<file path="config.mk">
export PLATFORM = sky130hd
export DESIGN_NAME = forward_scoreboard
export DESIGN_NICKNAME = d
export VERILOG_FILES = /design/src/rtl/forward_scoreboard.sv
export SDC_FILE = /design/constraint.sdc
export NUM_CORES = 1
export LEC_CHECK = 0
export CORE_MARGIN = 1.5
export CORE_UTILIZATION = 40
export DETAILED_ROUTE_END_ITERATION = 16
export PLACE_DENSITY = 0.64
export SETUP_SLACK_MARGIN = 0.02
export SLEW_MARGIN = 30
export SYNTH_ARGS = -nofsm -noshare
export SYNTH_HDL_FRONTEND = slang
export SYNTH_SLANG_ARGS = --single-unit
</file>
<file path="constraint.sdc">
create_clock -name CLK -period 10.35 [get_ports CLK]
set_input_delay 2.07 -clock CLK [delete_from_list [all_inputs] [get_ports CLK]]
set_output_delay 2.07 -clock CLK [all_outputs]
set_load 0.03 [all_outputs]
</file>
<file path="src/rtl/forward_scoreboard.sv">
// Register scoreboard and forwarding selector: pending-result counters raise a combinational decode stall, and each operand gets a forward source.
// A count holds the decode-visible busy cycles that remain; the issue cycle counts as the first cycle of the latency.
module forward_scoreboard #(
  parameter int NREG   = 32,
  parameter int AW     = $clog2(NREG),
  parameter int NSTAGE = 3,
  parameter int MAXLAT = 3,
  parameter int LW     = $clog2(MAXLAT + 1),
  parameter int SW     = $clog2(NSTAGE + 1)
) (
  input  logic                 CLK,
  input  logic                 nRST,
  input  logic                 issue_valid,
  input  logic                 issue_wr,
  input  logic [AW-1:0]        issue_rd,
  input  logic [LW-1:0]        issue_lat,
  input  logic [AW-1:0]        id_rs,
  input  logic [AW-1:0]        id_rt,
  input  logic [NSTAGE-1:0]    stage_wr,
  input  logic [NSTAGE*AW-1:0] stage_rd,
  input  logic                 flush,
  input  logic                 stat_clr,
  output logic                 stall,
  output logic [SW-1:0]        fwd_rs,
  output logic [SW-1:0]        fwd_rt,
  output logic [AW:0]          pend_cnt,
  output logic [31:0]          stall_cycles
);

  logic [LW-1:0] cnt_q [NREG];
  logic [LW-1:0] cnt_d [NREG];
  logic [AW:0]   pend_q, pend_d;
  logic [31:0]   stall_cycles_q, stall_cycles_d;
  logic [31:0]   lat_ext;
  logic [LW-1:0] lat_sat;
  logic          issue_acc;

  always_comb begin
    stall = 1'b0;
    if ((id_rs != '0) && (cnt_q[id_rs] != '0)) stall = 1'b1;
    if ((id_rt != '0) && (cnt_q[id_rt] != '0)) stall = 1'b1;
  end

  always_comb begin
    lat_ext = 32'(issue_lat);
    lat_sat = issue_lat;
    if (lat_ext > 32'(MAXLAT)) lat_sat = LW'(MAXLAT);
  end

  assign issue_acc = issue_valid & issue_wr & ~stall & (issue_rd != '0) & (lat_sat != '0);

  always_comb begin
    pend_d = '0;
    for (int r = 0; r < NREG; r++) begin
      cnt_d[r] = '0;
      if (r == 0 || flush) begin
        cnt_d[r] = '0;
      end else if (issue_acc && (issue_rd == AW'(r))) begin
        // A younger writer always overwrites an older pending count (WAW).
        cnt_d[r] = lat_sat - LW'(1);
      end else if (cnt_q[r] != '0) begin
        cnt_d[r] = cnt_q[r] - LW'(1);
      end
      pend_d = pend_d + (AW+1)'(cnt_d[r] != '0);
    end
  end

  always_comb begin
    stall_cycles_d = stall_cycles_q;
    if (stat_clr) begin
      stall_cycles_d = '0;
    end else if (stall && (stall_cycles_q != '1)) begin
      stall_cycles_d = stall_cycles_q + 32'd1;
    end
  end

  // Walk from the oldest stage down so the youngest matching stage wins.
  always_comb begin
    fwd_rs = '0;
    fwd_rt = '0;
    for (int k = NSTAGE - 1; k >= 0; k--) begin
      if (stage_wr[k] && (stage_rd[k*AW +: AW] == id_rs)) fwd_rs = SW'(k + 1);
      if (stage_wr[k] && (stage_rd[k*AW +: AW] == id_rt)) fwd_rt = SW'(k + 1);
    end
    if (id_rs == '0) fwd_rs = '0;
    if (id_rt == '0) fwd_rt = '0;
  end

  always_ff @(posedge CLK) begin
    if (!nRST) begin
      cnt_q          <= '{default: '0};
      pend_q         <= '0;
      stall_cycles_q <= '0;
    end else begin
      cnt_q          <= cnt_d;
      pend_q         <= pend_d;
      stall_cycles_q <= stall_cycles_d;
    end
  end

  assign pend_cnt     = pend_q;
  assign stall_cycles = stall_cycles_q;

endmodule
</file>
==> metrics.cfg <==
[synthesis]
yosysSeqAreaShare = 0.287
synth_nets = 839
avgSynthCellArea_sq_um = 9.09
synth_edf_count = 0
synth_flop_cell = dfxtp_1
async_reset_ff_frac = 0
ys_ff_latch = 100
syn_inst = 766
synthDistinctLibCells = 57
yosys_warnings = 0
synth_area_sq_mm = 0.00697

[layout]
drive_above_1_share = 0.104
antenna_cells = 0
synthToLayoutAreaGrowth_pct = 18.7
final_nets = 898

[routing]
ant_nets = 0
dr.pass1.iters = 5
drt_wl_total_um = 18200
wl_per_cell_um = 17.2
drt_iter0_drc = 417
via_per_inst = 5.60
vias = 5907
drc = 0

[pwr]
peakVddDrop_uv = 73.6
power_uw = 817
p_per_area_mw_per_mm2 = 98.7
power_leakage_uw = 0.00266

[sta]
worst_pin_slew_ps = 678
slew_violations = 0
finalCriticalPeriod_ps = 9470
report.final.hold_viol_count = 0
holdWs_ps = 480
fin_setup_tns_ps = 0
setup_violations = 0
clock_skew_ps = 9.04
max_slew_margin = 0.548
fmax_ghz = 0.106
period_share = 0.915
rsz0062_at_grt = no
setup_slack_ps = 882

[setup_path]
worstPathRequired_ps = 10600
crit_arrival_ps = 9720
cp_max_fo = 20
cp-end-kind = register
cp-start-kind = primary input
worstSetupPathType = primary input to register

[placed_design]
place_ws_ps = 502
hpwl_um = 13300
place_congestion = 0.820
portBuffers = 83

[clock_network]
clk_latency_ps = 350
cts.sink_count = 100
clk_pin_slew_ps = 70
tritoncts = done
holdBufCountCts = 0
cts_buffers = 9
htreeDepth = 3
root_buffer = clkbuf_16
cts_setup_buffers = 0
clk_path_buf_depth = 2
cts-resized-gates = 0

[floorplanning]
die_y_um = 135
initial_core_util = 0.406
dieArea_sq_mm = 0.0182
core_sq_mm = 0.0172
io_pins = 84
rows = 48
die_w_um = 135

[global_route]
grt_first_pass_wirelength_um = 28700
grt_max_degree = 64
grt.total_usage = 0.200
grt_pass1_vias = 5429
antenna_found_initial = 0
grt_overflow = 0

[outcome]
status = finished clean

[run]
cap_violations = 0

[min_path]
hold_class = register to register

[worst max-delay path: stages]
cell             delay (ps)
clkdlybuf4s50_1         680
buf_4                   280
or3b_2                  450
o311a_1                 130
o2bb2ai_1               160
o32a_1                  170
o21a_1                  150
inv_2                   200
buf_4                   250
nor3_2                  340
mux2i_1                 160
fa_1                    570
inv_1                    60
fa_1                    530
inv_1                    50
fa_1                    510
fa_1                    440
fa_1                    540
inv_1                    50
fa_1                    500
fa_1                    470
fa_1                    410
inv_1                    70
a21o_1                  110
a21oi_1                  70
xnor2_1                 120
and2_1                  140
[synthesized netlist by cell type (23+ instances only)]
master      n  area (sq um)
nand2_1    25          93.8
fa_1       23           460
nand3_1    51           255
dfxtp_1   100          2000
nor2_1     36           135
xor2_1     25           219
mux2i_1    94           941
nor2b_1    26           163
nand3b_1   31           233
a21oi_1    37           185
clkbuf_1   38           143
[logic make-up after synthesis]
| logic type | share of synthesized area |
|---|---|
| buffers and inverters | 0.0471 |
| XOR/XNOR | 0.0415 |
| flip-flops | 0.287 |
| AO/OA/AOI/OAI | 0.0864 |
| adder cells (fa/ha/maj) | 0.0823 |
| multiplexers | 0.167 |
| AND/OR/NAND/NOR | 0.288 |
[where the power goes]
part,internal [uW],leakage [uW],switching (uW)
Clock,165,0.000138,157
Sequential,385,0.000805,0.696
Combinational,40.8,0.00171,68.4
[layout by cell type, fill, tap and decap left out, types with 5 or more instances in the layout]
cell,netlist,routed
dfxtp_1,100,100
mux2i_1,94,94
clkdlybuf4s50_1,0,83
nand3_1,51,51
a21oi_1,37,37
nor2_1,36,36
nand3b_1,31,31
nand2_1,25,25
nor2b_1,26,25
xor2_1,25,25
fa_1,23,23
o21ai_0,22,22
or3_1,22,22
nand2b_1,22,22
nor3_2,22,22
inv_1,21,21
buf_4,3,20
or4_1,14,14
nand4_1,14,14
nor3_1,12,12
mux4_2,10,10
o31ai_1,10,10
ha_1,9,9
clkbuf_16,0,9
nor4_2,8,8
xnor2_1,8,8
and2_1,8,8
nor4_1,7,7
and3_1,7,7
o211ai_1,5,5
[sequential cells by signal, indices dropped and copies added (netlist names)]
name	count
cnt_q	62
stall_cycles	32
pend_cnt	6
[stage by stage]
| stage | cell area, sq um | cells | util |
|---|---|---|---|
| 6_report | 8270 | 1054 | 0.482 |
| 4_1_cts | 8270 | 1054 | 0.482 |
| 2_1_floorplan | 6970 | 766 | - |
| 5_1_grt | 8270 | 1054 | 0.482 |
| 3_3_place_gp | 8000 | 1039 | 0.466 |
| 3_5_place_dp | 8000 | 1039 | 0.466 |
[per-layer routing]
layer,track usage,vias up,part of all wire
met5,0,-,0
met4,0.0400,0,0.0082
met3,0.0334,10,0.049
met2,0.321,148,0.47
met1,0.284,2841,0.47
li1,-,2908,-
[worst paths after layout]
check | startpoint | end | slack [ps] | depth (start not counted)
min | cnt_q[4]$_SDFF_PN0_ | cnt_q[5]$_SDFF_PN0_ | 480 | 2
max | id_rs[0] | pend_cnt[4]$_SDFF_PN0_ | 880 | 27
max reg2reg | cnt_q[13]$_SDFF_PN0_ | pend_cnt[4]$_SDFF_PN0_ | 2810 | 25
min reg2reg | cnt_q[4]$_SDFF_PN0_ | cnt_q[5]$_SDFF_PN0_ | 480 | 2
[final cells by class]
| class | instances | area (sq um) |
|---|---|---|
| Tap cell | 225 | 282 |
| Multi-Input combinational cell | 587 | 4640 |
| Sequential cell | 100 | 2000 |
| Clock buffer | 9 | 225 |
| Timing Repair Buffer | 103 | 981 |
| Fill cell | 1628 | 8900 |
| Inverter | 24 | 90.1 |
| Clock inverter | 6 | 47.5 |
Note: power is estimated with default switching activity, not from simulation.
